`src/rtl/spawn_scheduler_pkg.sv`:
```
// Shared types and constants for the obstacle/coin spawn scheduler.
// Slot order: 0 tree-right, 1 tree-left, 2 rock-right, 3 rock-left.
package spawn_pkg;

    localparam int N_SLOTS       = 4;
    localparam int SLOT_W        = 2;
    localparam int LANE_COUNT    = 3;
    localparam int RND_W         = 20;

    localparam int SLOT_TREE_R   = 0;
    localparam int SLOT_TREE_L   = 1;
    localparam int SLOT_ROCK_R   = 2;
    localparam int SLOT_ROCK_L   = 3;

    // Lanes covered by each slot's obstacle; slot 0 in bits [2:0].
    localparam logic [N_SLOTS*LANE_COUNT-1:0] SLOT_LANES = 12'b001_100_011_110;

    localparam int COOLDOWN_INIT = 48;
    localparam int COOLDOWN_MIN  = 12;
    localparam int RAMP_PERIOD   = 256;
    localparam int ACK_TIMEOUT   = 2;
    localparam int TMO_W         = (ACK_TIMEOUT > 1) ? $clog2(ACK_TIMEOUT) : 1;

    typedef enum logic [2:0] {
        S_IDLE,
        S_COOL,
        S_PICK,
        S_ARM,
        S_WAIT_ACK,
        S_OCCUPIED
    } sched_state_t;

    // Next slot index, wrapping at N_SLOTS.
    function automatic logic [SLOT_W-1:0] next_slot(input logic [SLOT_W-1:0] s);
        if (32'(s) == 32'(N_SLOTS - 1)) begin
            return '0;
        end
        return s + 1'b1;
    endfunction

endpackage

```
`src/rtl/spawn_scheduler_if.sv`:
```
// Game-side bundle of the spawn scheduler: random word and spawner status
// in, spawn pulses and difficulty status out.
interface spawn_scheduler_if;
    import spawn_pkg::*;

    logic                  run;
    logic [RND_W-1:0]      rnd;
    logic [N_SLOTS-1:0]    obst_active;
    logic [LANE_COUNT-1:0] coin_active;
    logic [N_SLOTS-1:0]    obst_spawn;
    logic [LANE_COUNT-1:0] coin_spawn;
    logic [3:0]            level;
    logic                  busy;

    // Game logic / spawner bank side.
    modport master (
        output run, rnd, obst_active, coin_active,
        input  obst_spawn, coin_spawn, level, busy
    );

    // Scheduler side.
    modport slave (
        input  run, rnd, obst_active, coin_active,
        output obst_spawn, coin_spawn, level, busy
    );

endinterface

```
`src/rtl/spawn_scheduler_difficulty_ramp.sv`:
```
// Difficulty ramp: counts frames of play, raises the level once per
// RAMP_PERIOD frames (saturating at 15) and derives the obstacle cooldown.
// Build option: SPAWN_SCHED_RAMP_EN enables the ramp; without it the level
// stays 0 and the cooldown is fixed at COOLDOWN_INIT.
module difficulty_ramp
    import spawn_pkg::*;
(
    input  logic       clk,
    input  logic       rst,
    input  logic       run_i,
    output logic [3:0] level_o,
    output logic [7:0] cooldown_o
);

`ifdef SPAWN_SCHED_RAMP_EN
    localparam int RAMP_W = $clog2(RAMP_PERIOD);

    logic [RAMP_W-1:0] ramp_q;
    logic [3:0]        level_q;
    logic [7:0]        ramp_step;

    // Frame counter and level; both restart whenever play stops.
    // NOTE: clocked state uses non-blocking assignments so every flop samples pre-edge values.
    always_ff @(posedge clk or posedge rst) begin
        if (rst) begin
            ramp_q  <= '0;
            level_q <= '0;
        end else if (!run_i) begin
            ramp_q  <= '0;
            level_q <= '0;
        end else if (ramp_q == RAMP_W'(RAMP_PERIOD - 1)) begin
            ramp_q <= '0;
            if (level_q != 4'hF) begin
                level_q <= level_q + 4'd1;
            end
        end else begin
            ramp_q <= ramp_q + 1'b1;
        end
    end

    // Cooldown shrinks by 4 frames per level and clamps at the floor.
    always_comb begin
        ramp_step = {2'b00, level_q, 2'b00};
        if (ramp_step >= 8'(COOLDOWN_INIT - COOLDOWN_MIN)) begin
            cooldown_o = 8'(COOLDOWN_MIN);
        end else begin
            cooldown_o = 8'(COOLDOWN_INIT) - ramp_step;
        end
    end

    assign level_o = level_q;
`else
    logic unused_ramp;

    assign level_o     = '0;
    assign cooldown_o  = 8'(COOLDOWN_INIT);
    assign unused_ramp = ^{clk, rst, run_i};
`endif

endmodule

```
`src/rtl/spawn_scheduler.sv`:
```
// Frame-rate spawn scheduler: keeps at most one obstacle in flight, spaces
// obstacles by a cooldown, avoids repeating the same slot and gates coin
// spawns away from lanes blocked by obstacles. All outputs are registered.
module spawn_scheduler
    import spawn_pkg::*;
(
    input  logic               clk,
    input  logic               rst,
    spawn_scheduler_if.slave   sched
);

    sched_state_t          state_q;
    logic [SLOT_W-1:0]     sel_q;
    logic [SLOT_W-1:0]     last_sel_q;
    logic [7:0]            cool_cnt_q;
    logic [TMO_W-1:0]      tmo_q;
    logic [N_SLOTS-1:0]    obst_spawn_q;
    logic [LANE_COUNT-1:0] coin_spawn_q;

    logic [SLOT_W-1:0]     sel_d;
    logic [LANE_COUNT-1:0] blk_d;
    logic [LANE_COUNT-1:0] coin_d;
    logic [3:0]            level;
    logic [7:0]            cooldown;
    logic                  unused_rnd;

    difficulty_ramp u_ramp (
        .clk        (clk),
        .rst        (rst),
        .run_i      (sched.run),
        .level_o    (level),
        .cooldown_o (cooldown)
    );

    // Slot choice: random slot, bumped to the next one on an unlucky repeat.
    always_comb begin
        sel_d = SLOT_W'(32'(sched.rnd[1:0]) % 32'(N_SLOTS));
        if (sel_d == last_sel_q && !sched.rnd[10]) begin
            sel_d = next_slot(sel_d);
        end
    end

    // Lanes blocked by live obstacles or by the one being launched, and the coin requests they allow.
    // NOTE: every combinational output gets a default first so no path can infer a latch.
    always_comb begin
        blk_d  = '0;
        coin_d = '0;
        for (int s = 0; s < N_SLOTS; s++) begin
            if (sched.obst_active[s] ||
                ((state_q == S_ARM || state_q == S_WAIT_ACK) && 32'(sel_q) == 32'(s))) begin
                blk_d = blk_d | SLOT_LANES[s*LANE_COUNT +: LANE_COUNT];
            end
        end
        for (int l = 0; l < LANE_COUNT; l++) begin
            coin_d[l] = (sched.rnd[10 + 3*l +: 3] == 3'b111) && !blk_d[l] && !sched.coin_active[l];
        end
    end

    // Scheduler FSM with its registered spawn pulses.
    always_ff @(posedge clk or posedge rst) begin
        if (rst) begin
            state_q      <= S_IDLE;
            sel_q        <= '0;
            last_sel_q   <= '0;
            cool_cnt_q   <= '0;
            tmo_q        <= '0;
            obst_spawn_q <= '0;
            coin_spawn_q <= '0;
        end else if (!sched.run) begin
            // Leaving play wins over any pending acknowledge or timeout.
            state_q      <= S_IDLE;
            last_sel_q   <= '0;
            tmo_q        <= '0;
            obst_spawn_q <= '0;
            coin_spawn_q <= '0;
        end else begin
            obst_spawn_q <= '0;
            coin_spawn_q <= (state_q != S_IDLE) ? coin_d : '0;
            case (state_q)
                S_IDLE: begin
                    cool_cnt_q <= cooldown;
                    state_q    <= S_COOL;
                end
                S_COOL: begin
                    if (cool_cnt_q <= 8'd1) begin
                        state_q <= (|sched.obst_active) ? S_OCCUPIED : S_PICK;
                    end else begin
                        cool_cnt_q <= cool_cnt_q - 8'd1;
                    end
                end
                S_PICK: begin
                    sel_q   <= sel_d;
                    state_q <= S_ARM;
                end
                S_ARM: begin
                    obst_spawn_q <= N_SLOTS'(1) << sel_q;
                    last_sel_q   <= sel_q;
                    tmo_q        <= '0;
                    state_q      <= S_WAIT_ACK;
                end
                S_WAIT_ACK: begin
                    // Acknowledge is tested first so it wins over a same-frame timeout.
                    if (sched.obst_active[sel_q]) begin
                        state_q <= S_OCCUPIED;
                    end else if (tmo_q == TMO_W'(ACK_TIMEOUT - 1)) begin
                        cool_cnt_q <= cooldown;
                        state_q    <= S_COOL;
                    end else begin
                        tmo_q <= tmo_q + 1'b1;
                    end
                end
                S_OCCUPIED: begin
                    if (!(|sched.obst_active)) begin
                        cool_cnt_q <= cooldown;
                        state_q    <= S_COOL;
                    end
                end
                default: state_q <= S_IDLE;
            endcase
        end
    end

    assign sched.obst_spawn = obst_spawn_q;
    assign sched.coin_spawn = coin_spawn_q;
    assign sched.level      = level;
    assign sched.busy       = (state_q != S_IDLE);
    assign unused_rnd       = ^{sched.rnd[19], sched.rnd[9:2]};

endmodule

```
`src/flat_wrapper.sv`:
```
// flat-port wrapper written by rule: the top's interface ports become plain ports
module spawn_scheduler_flat import spawn_pkg::*;
  (clk, rst, sched_run, sched_rnd, sched_obst_active, sched_coin_active, sched_obst_spawn, sched_coin_spawn, sched_level, sched_busy);
  spawn_scheduler_if sched_i ();
  input  logic clk;
  input  logic rst;
  input wire logic [$bits(sched_i.run)-1:0] sched_run;
  input wire logic [$bits(sched_i.rnd)-1:0] sched_rnd;
  input wire logic [$bits(sched_i.obst_active)-1:0] sched_obst_active;
  input wire logic [$bits(sched_i.coin_active)-1:0] sched_coin_active;
  output wire logic [$bits(sched_i.obst_spawn)-1:0] sched_obst_spawn;
  output wire logic [$bits(sched_i.coin_spawn)-1:0] sched_coin_spawn;
  output wire logic [$bits(sched_i.level)-1:0] sched_level;
  output wire logic [$bits(sched_i.busy)-1:0] sched_busy;
  assign sched_i.run = sched_run;
  assign sched_i.rnd = sched_rnd;
  assign sched_i.obst_active = sched_obst_active;
  assign sched_i.coin_active = sched_coin_active;
  assign sched_obst_spawn = sched_i.obst_spawn;
  assign sched_coin_spawn = sched_i.coin_spawn;
  assign sched_level = sched_i.level;
  assign sched_busy = sched_i.busy;
  spawn_scheduler u_core (.clk(clk), .rst(rst), .sched(sched_i));
endmodule
```
`config.mk`:
```
export PLATFORM = sky130hd
export DESIGN_NAME = spawn_scheduler_flat
export DESIGN_NICKNAME = d
export VERILOG_FILES = /design/src/rtl/spawn_scheduler_pkg.sv /design/src/rtl/spawn_scheduler_if.sv /design/src/rtl/spawn_scheduler_difficulty_ramp.sv /design/src/rtl/spawn_scheduler.sv /design/src/flat_wrapper.sv
export SDC_FILE = /design/constraint.sdc
export NUM_CORES = 1
export LEC_CHECK = 0
export ABC_AREA = 1
export CAP_MARGIN = 20
export CORE_ASPECT_RATIO = 1.1
export CORE_UTILIZATION = 48
export CTS_CLUSTER_DIAMETER = 100
export CTS_CLUSTER_SIZE = 16
export DETAILED_ROUTE_END_ITERATION = 7
export GPL_TIMING_DRIVEN = 0
export PLACE_DENSITY = 0.8
export SYNTH_ARGS = -nofsm -noshare
export SYNTH_HDL_FRONTEND = slang
export SYNTH_SLANG_ARGS = --single-unit
```
`constraint.sdc`:
```
create_clock -name clk -period 1.8 [get_ports clk]
set_clock_uncertainty 0.2 [all_clocks]
set_input_delay 0.18 -clock clk [delete_from_list [all_inputs] [get_ports clk]]
set_output_delay 0.18 -clock clk [all_outputs]
set_load 0.01 [all_outputs]
```
==> summary.md <==
| Metric | Value |
|---|---|
| Worst skew pair latency | `~0.31 ns` |
| Mux contribution to synthesized area | `0%` |
| WL/cell | `11.0 um` |
| R2R cell count | `11` |
| P_sw | `0.951 mW` |
| Fin util | `~63%` |
| Final hold slack | `between 0.1 and 0.15 ns` |
| XOR/XNOR share of the synthesized area | `0.577%` |
| # Max-Cap Violations | `0` |
| Worst R2R Start | `u_core.cool_cnt_q[0]$_DFFE_PP0P_` |
| Layout area overhead | `26.0%` |
| Cell area after synthesis | `~0.0015 mm2` |
| Setup TNS Final | `0 ns` |
| PD cells | `about 1100 mW/mm2` |
| Cts hold-fix bufs | `0` |
| Clock sinks | `23` |
| CTS Root Cell | `clkbuf_4` |
| Starting DRC count in detailed routing | `44` |
| Seq cells post-synth | `23` |
| Starting Density | `about half` |
| Register area share after synthesis | `between 30% and 40%` |
| Avg Cell Area, Syn | `just under 7 um2` |
| Worst EP arrival | `roughly 1.4 ns` |
| Number of buffers created by CTS | `3` |
| Total die area | `0.00339 mm2` |
| Logic pwr share | `between 50% and 60%` |
| Largest net degree at the start of global routing | `24` |
| I/O Pins | `42` |
| Layout cells sized above 1 | `~14%` |
| Crit Path Max Fanout | `8` |
| DP Area | `roughly 0.0019 mm2` |
| Vias/cell | `approximately 5.0` |
| Dpl cells | `288` |
| Post-synth ARST share | `between 90% and 100%` |
| Detailed Routing Iterations Pass 1 | `4` |
| R2R Path End | `u_core.cool_cnt_q[5]$_DFFE_PP0P_` |
| FILL cells | `283` |
| Antenna violations before repair | `0` |
| # setup viols final | `0` |
| CTS tree | `yes` |
| Port bufs | `28` |
| Worst R2R Setup Slack | `0.10 ns` |
| Ys flop type | `dfrtp_1` |
| Synth Area in Compound Gates | `about a tenth` |
| Max-slew headroom | `about 43%` |
| Die Wd | `55.6 um` |
| Setup crit start kind | `flip-flop` |
| Post-synth EDFFs | `0` |
| Endpoints failing hold | `0` |
| Worst slack, placed | `-0.000831 ns` |
| Fin crit share | `a little over nine tenths` |
| Worst path required time | `roughly 1.4 ns` |
| Mapped Cells | `about 220` |
| Via Count | `approximately 1.5k` |
| P_int | `1.13 mW` |
| Bufs and invs on worst path | `3` |
| First-pass GRT wire length | `about 5500 um` |
| RSZ-0062 raised after global routing | `no` |
| Synthesis warning total | `0` |
| Sw Ratio | `between 40% and 50%` |
| Final Max Tran Viols | `0` |
| Peak VDD IR | `0.000790 V` |
| Diode count | `0` |
| Non-Filler Instances | `between 200 and 300` |
| Vias in the first global route | `approximately 1.3k` |
| Die height | `about 61 um` |
| RD Place Congestion | `0.892` |
| Fmax | `about 0.57 GHz` |
| Grt ovf | `0` |
| Worst hold-check path type | `input port to asynchronous set/reset pin` |
| Worst-margin pin slew | `~0.86 ns` |
| Final Instance Area | `0.00191 mm2` |
| Hpwl dp | `between 2000 and 2500 um` |
| Layout Nets | `just under 300` |
| Clock slew seen by the registers of the worst setup and hold paths | `between 0.1 and 0.15 ns` |
| Yosys cell types | `26` |
| Fin crit period | `1.74 ns` |
| Max Root-Sink Buffers | `2` |
| Leakage power | `slightly below 1 nW` |
| Row cnt | `21` |
| Largest family of logic cells by synthesized area | `simple AND/OR/NAND/NOR gates` |
| Total track usage | `about a fifth` |
| Status | `complete, no violations` |
| Worst path slowest cell | `dfrtp_1` |
| Critical path start-end classification | `flip-flop to output port` |
| Clock power frac | `a little under an eighth` |
| Total Routed Length | `approximately 3200 um` |
| CP cell instances | `buf_4 > inv_4 > nand3_2 > dlygate4sd2_1` |
| Seq pwr share | `a little over a third` |
| Post-route setup slack | `0.0569 ns` |
| CP peak stage delay | `about 0.38 ns` |
| Top delay family on crit path | `buffers and inverters` |
| Post-synthesis adder-cell area fraction | `~2.5%` |
| Worst Setup End Kind | `output port` |
| H-tree depth | `1` |
| Simple-gate area share of the yosys netlist | `approximately 39%` |
| Pwr Total | `2.08 mW` |
| Post-route antenna net violation count | `0` |
| DR DRC count | `0` |
| Core area | `0.00302 mm2` |
[timing repair]
item                                    4_1_cts  5_1_grt
pin swaps                                     1        1
endpoints found under the setup margin        9        9
resized for setup                             4        5
buffers inserted                              0        1
[synthesized netlist by cell type, types with 2 or more instances]
cell	instances	area share (%)
nand2_1	64	16
nor2_1	33	8.2
dfrtp_1	23	38
inv_1	21	5.2
nand3_1	16	5.3
inv_2	9	2.2
a21oi_1	8	2.6
o21ai_0	8	2.6
buf_4	6	3.0
nand2_2	5	2.1
nand4_1	5	2.1
nor3_1	4	1.3
ha_1	3	2.5
o21ai_1	3	0.99
o21bai_1	3	1.5
nor3b_1	2	0.99
[registers in the layout, summed over array words and instances, names as in the netlist]
signal,flops
u_core.cool_cnt_q,8
u_core.last_sel_q,2
u_core.sched.coin_spawn,3
u_core.sched.obst_spawn,4
u_core.sel_q,2
u_core.state_q,3
u_core.tmo_q,1
[metal layers]
metal / GRT usage [%] / up-vias / part of all wire, %
met5: 0 / - / 0
met4: 10.4 / 0 / 1.5
met3: 2.35 / 4 / 4.9
met2: 42.2 / 38 / 52
met1: 22.2 / 664 / 41
li1: - / 771 / -
[layout make-up]
cell class / instances / area (um2) / share of cell area (%)
Buffer: 7 / 48.8 / 2.55
Clock buffer: 4 / 26.3 / 1.37
Inverter: 30 / 115 / 6.01
Multi-Input combinational cell: 166 / 820 / 42.8
Sequential cell: 23 / 576 / 30.1
Tap cell: 34 / 42.5 / 2.22
Timing Repair Buffer: 29 / 287 / 15.0
[worst register-to-register path, cell delays in order (launching register included)]
cell and delay [ns]:
dfrtp_1 0.41, inv_2 0.07, ha_2 0.20, inv_1 0.06, nand2_1 0.04, nand2_1 0.09, nor2_2 0.05, nand2_2 0.09
nand3_2 0.10, nor2_4 0.19, nand2_1 0.08, nand2_1 0.07
[placed cells by master, fill, tap and decap left out, drive strengths merged]
cell type,count
conb,4
nor3,4
or2,2
o21ai,11
inv,30
nand3,17
o211ai,1
nor3b,2
nand4,6
nor2,34
o21bai,4
buf,7
ha,3
dfrtp,23
nand2,69
xnor2,1
clkbuf,5
clkdlybuf4s50,27
dlygate4sd2,1
a21oi,8
[logic make-up (layout without fill, tap and decap cells)]
logic type | Yosys count | count (layout)
fa+ha+maj | 3 | 3
other cells | 1 | 4
buf+inv | 37 | 70
flops | 23 | 23
simple gates | 134 | 134
xor+xnor | 1 | 1
compound gates | 24 | 24
[how the worst max path moves through the flow]
stage	slack [ns]	cells after the start	from	endpoint
floorplan	0.19	11	u_core.cool_cnt_q[0]$_DFFE_PP0P_	u_core.cool_cnt_q[4]$_DFFE_PP0P_
global placement	-0.02	7	sched_obst_active[2]	u_core.cool_cnt_q[5]$_DFFE_PP0P_
detailed placement	-0.0008	8	sched_obst_active[3]	u_core.cool_cnt_q[5]$_DFFE_PP0P_
CTS	0.02	11	u_core.cool_cnt_q[0]$_DFFE_PP0P_	u_core.cool_cnt_q[5]$_DFFE_PP0P_
global route	0.001	4	u_core.state_q[1]$_DFFE_PP0P_	sched_busy
finish	0.06	4	u_core.state_q[1]$_DFFE_PP0P_	sched_busy
[power by group through the flow]
stage / sequential (mW) / combinational [mW] / clock, mW
after CTS: 0.746 / 1.06 / 0.250
final: 0.746 / 1.10 / 0.236
after global routing: 0.763 / 1.24 / 0.270
after global placement: 0.752 / 1.03 / 0
after detailed placement: 0.754 / 1.05 / 0
after floorplan: 0.729 / 0.812 / 0
No activity file was read; power rests on OpenSTA's default activity.
==> edit 1: new RTL, config.mk and constraints unchanged <==
`LANE_COUNT`: 3 -> 5.
--- a/src/rtl/spawn_scheduler_pkg.sv
+++ b/src/rtl/spawn_scheduler_pkg.sv
@@ -6,3 +6,3 @@
     localparam int SLOT_W        = 2;
-    localparam int LANE_COUNT    = 3;
+    localparam int LANE_COUNT    = 5;
     localparam int RND_W         = 20;
Ports: changed (resized sched_coin_active and sched_coin_spawn); port bits go from 42 to 46. The function was not compared with the original's and may differ.
==> edit 1 against the unedited design <==
Fmax down 0.32%; register-to-register slack worse by 50 ps; first-iteration DRC count up 36%; routed wire length up 2.9%; final cell count up 2.4%; power up 11%; final area up 6.2%; via count up 3.4%; setup slack worse by 5.6 ps; non-clock buffer count up 3; utilization up 2.8 points; sequential cell count up 1; area after synthesis up 3.6%; critical path type is now reg2reg; largest cell class unchanged.
==> edit 1: results <==
outcome:
  status: "complete, no violations"
finish:
  fill_cells: 274
  antenna_cells: 0
  final_nets: 302
  drive_gt1_share_pct: 16.54
grt:
  grt_pass1_vias: 1397
  grt_max_degree: 25
  grt_usage_pct: 20.10
  grt_pass1_wl_mm: 5.485
placed_design:
  io_buffer_count: 30
  dp_cells: 294
  gp_congestion: 0.8328
  post-dp-hpwl_mm: 2.557
  dpl_cell_area_um2: 1932
power:
  vdd_drop_max_mv: 0.7295
  total_leakage_power_uw: 0.001039
  p_int_uw: 1301
worst_setup_path:
  worstPathArrival_ps: 1810
  setup.worst_path.start: "u_core.cool_cnt_q[0]"
  r2r_slack_ps: 50
  ff2ff_path_depth: 10
  r2r_end: "u_core.state_q[2]"
  criticalPathCategory: "reg2reg"
  crit_fanout: 4
detailed_routing:
  drtIter0Drc: 60
  routed_via_density: 5.090
  num_vias: 1527
  routed_wl_mm: 3.321
clock_tree:
  root_buffer: "clkbuf_4"
  clkTransAtPathRegs_ps: 140
synth:
  ys_types: 29
  synth_warnings: 0
  ys_seq_area_share_pct: 38.16
  synth_top_flop_cell: "dfrtp_1"
  synth.top_cells.by_count: "nand2_1 (64), nor2_1 (35), dfrtp_1 (24), inv_1 (21), nand3_1 (17)"
  synth_area_leaders: "dfrtp_1 (38%), nand2_1 (15%), nor2_1 (8.3%)"
  synth_cells: 226
timing:
  worst_pin_slew_ps: 900.1
[edit 1: cells by family (layout without fill, tap and decap cells)]
kind of cell / Yosys count / in the layout / synth area share [%]
xor+xnor: 1 / 1 / 0.5565
compound gates: 13 / 13 / 4.372
fa+ha+maj: 3 / 3 / 2.385
simple gates: 144 / 144 / 43.08
buf+inv: 40 / 76 / 11.21
flops: 24 / 24 / 38.16
other cells: 1 / 5 / 0.2382
[edit 1: stage by stage]
step           setup slack, ps  total power (µW)  setup TNS, ps
2_1_floorplan            207.7              1573              0
3_3_place_gp            -1.229              1808         -1.229
3_5_place_dp            -13.81              1839         -28.56
4_1_cts                  18.15              2246              0
5_1_grt                 -7.346              2489         -10.75
6_report                 51.32              2303              0
[edit 1: final cells by class]
cell class	count	area (µm²)	share of cell area (%)
flip-flops and latches	24	600.6	29.54
repair buffers	32	316.6	15.57
well taps	34	42.54	2.092
plain buffers	7	52.55	2.585
clock inverters	1	30.03	1.477
inverters	33	123.9	6.092
multi-input cells	166	844.6	41.54
clock buffers	3	22.52	1.108
[edit 1: worst max-delay path: stages (launching register included)]
cell     delay (ps)
dfrtp_1         450
inv_2           100
ha_2            220
nor2_1           70
nor2_2          150
nand2_1          70
nand2_1          90
nand2_1          70
nor2_1          110
nand3_1          90
nand2_1          70
[edit 1: worst min-delay path by stage]
stage / depth (start not counted) / start / endpoint / slack [ps]
2_1_floorplan: 1 / rst / u_core.cool_cnt_q[0] / -5
3_3_place_gp: 2 / u_core.cool_cnt_q[6] / u_core.cool_cnt_q[6] / 270
3_5_place_dp: 2 / u_core.cool_cnt_q[6] / u_core.cool_cnt_q[6] / 270
4_1_cts: 2 / sched_coin_active[0] / u_core.sched.coin_spawn[0] / 170
5_1_grt: 2 / sched_coin_active[0] / u_core.sched.coin_spawn[0] / 170
6_report: 2 / rst / u_core.cool_cnt_q[0] / 130
[edit 1: repair_timing]
item                                   in CTS  in global routing
setup endpoints to repair                   1                 12
buffers inserted                            1                  0
resized for setup                           2                  7
pin swaps                                   0                  1
endpoints found under the hold margin       6                  0
hold buffers                                1                  0
[edit 1: layer usage]
layer	up-vias	global-route usage, %	part of all wire (%)	wire length, µm
met3	2	2.899	4.1	137
met4	0	7.317	0.30	10
li1	775	-	-	-
met1	708	21.47	41	1351
met5	-	0	0	0
met2	42	40.84	55	1822
[edit 1: power groups by stage]
| stage | registers (µW) | logic [µW] | clock network [µW] |
|---|---|---|---|
| finish | 749 | 1160 | 395 |
| global route | 765 | 1300 | 423 |
| CTS | 740 | 1110 | 401 |
| detailed placement | 756 | 1080 | 0 |
| global placement | 754 | 1050 | 0 |
| floorplan | 733 | 840 | 0 |
==> edit 2: new RTL, same flow settings <==
Without the edit above. The 6 states of `sched_state_t` get a one-hot encoding in 6 bits.
--- a/src/rtl/spawn_scheduler_pkg.sv
+++ b/src/rtl/spawn_scheduler_pkg.sv
@@ -23,9 +23,9 @@
 
-    typedef enum logic [2:0] {
-        S_IDLE,
-        S_COOL,
-        S_PICK,
-        S_ARM,
-        S_WAIT_ACK,
-        S_OCCUPIED
+    typedef enum logic [5:0] {
+        S_IDLE     = 6'b000001,
+        S_COOL     = 6'b000010,
+        S_PICK     = 6'b000100,
+        S_ARM      = 6'b001000,
+        S_WAIT_ACK = 6'b010000,
+        S_OCCUPIED = 6'b100000
     } sched_state_t;
Check against the original RTL: same outputs for any inputs over 10 cycles, from zero or initial values and one cycle with rst high; not proved beyond that.
==> edit 2 against the unedited design <==
Final area up 30%; routed wire length increased by 26%; area after synthesis increased by 22%; sequential power up 3%; critical path type is now reg2reg; highest routed layer unchanged; sequential cell count rose by 3; synthesized cell count rose by 5.8%; power increased by 15%; final cell count is 15% higher; setup slack got worse by 39 ps.
==> edit 2: results <==
grt:
  busiest_layer: "met2"
  gr-usage-met1_pct: 23.01
  grt_pass1_wl_mm: 6.437
  grt_pass1_vias: 1524
  grt_use_met3_pct: 2.874
  grt_max_degree: 27
  use_met2_pct: 40.22
  grt_usage_pct: 21.12
placed_design:
  io_buffer_count: 28
  post-dp-hpwl_mm: 2.780
  dpl_cell_area_um2: 2208
  dp_cells: 317
  pre_cts_slack_ps: -292.8
  gp_congestion: 0.8226
detailed_routing:
  dr_wl_met3_um: 112
  wl_met2_mm: 2.228
  routed_via_density: 4.926
  dr.pass1.iters: 4
  wl_per_cell_um: 12.10
  dr.max_layer_used: "met4"
  drtIter0Drc: 50
  wl_met1_mm: 1.675
finish:
  drive_gt1_share_pct: 32.87
  largest_reg_flops: 8
  fin_cells: 336
  final_nets: 320
  top_register: "u_core.cool_cnt_q"
synth:
  synth.top_cells.by_count: "nand2_1 (51), nor2_1 (28), nand3_1 (26), dfrtp_1 (25), inv_1 (20)"
  ys_seq_area_share_pct: 35.16
  ys_types: 36
  synth_top_flop_cell: "dfrtp_1"
  synth_area_leaders: "dfrtp_1 (34%), nand2_1 (10%), nand3_1 (7.0%)"
  synth_cells: 236
  synth_warnings: 0
timing:
  timing.hold.ws_ps: 268.1
  post-route-period-util_pct: 98.99
worst_setup_path:
  worstSetupEndpoint: "u_core.cool_cnt_q[1]"
  crit_fanout: 6
  worstPathArrival_ps: 1760
  ff2ff_path_depth: 12
  r2r_slack_ps: 20
  setup.worst_path.start: "u_core.cool_cnt_q[1]"
  crit_path_max_incr_delay_ps: 420
  crit_path_top_delay_cell: "dfrtp_1"
  cp_top_family: "simple AND/OR/NAND/NOR gates"
clock_tree:
  cts_buffer_depth: 2
  cts-buffers-inserted: 3
  clkTransAtPathRegs_ps: 90
  clkLatencyLatePin_ps: 270
  root_buffer: "clkbuf_8"
outcome:
  status: "complete, no violations"
worst_hold_path:
  worstHoldPathCells: 3
  min_path_type: "in2reg"
  min-delay-start: "sched_rnd[14]"
power:
  total_leakage_power_uw: 0.001152
  vdd_drop_max_mv: 0.4040
[edit 2: cell type report]
type | count | area, µm²
fill | 319 | 1186
multi-input combinational | 181 | 1142
sequential | 26 | 655.6
timing repair buffer | 41 | 402.9
inverter | 27 | 106.4
tap | 50 | 62.56
buffer | 7 | 56.30
clock buffer | 3 | 41.29
clock inverter | 1 | 30.03
[edit 2: timing repair]
action | in CTS | in global routing
gates resized for setup | 12 | 15
hold buffers | 0 | 1
cloned | 2 | 1
endpoints found under the hold margin | 0 | 3
setup buffers | 5 | 6
endpoints found under the setup margin | 11 | 19
pin swaps | 7 | 13
[edit 2: power by group]
group	switching (µW)	total [µW]	internal [µW]
sequential	105	765	661
clock	189	487	298
combinational	665	1150	485
total	958	2400	1440
[edit 2: cell families (layout without fill, tap and decap cells)]
family	after synthesis	in the layout	share of synthesized area, %
flops	26	26	35.16
buf+inv	35	79	8.974
xor+xnor	2	2	0.9448
other cells	1	4	0.2022
simple gates	157	160	48.85
compound gates	12	12	3.846
fa+ha+maj	3	3	2.025
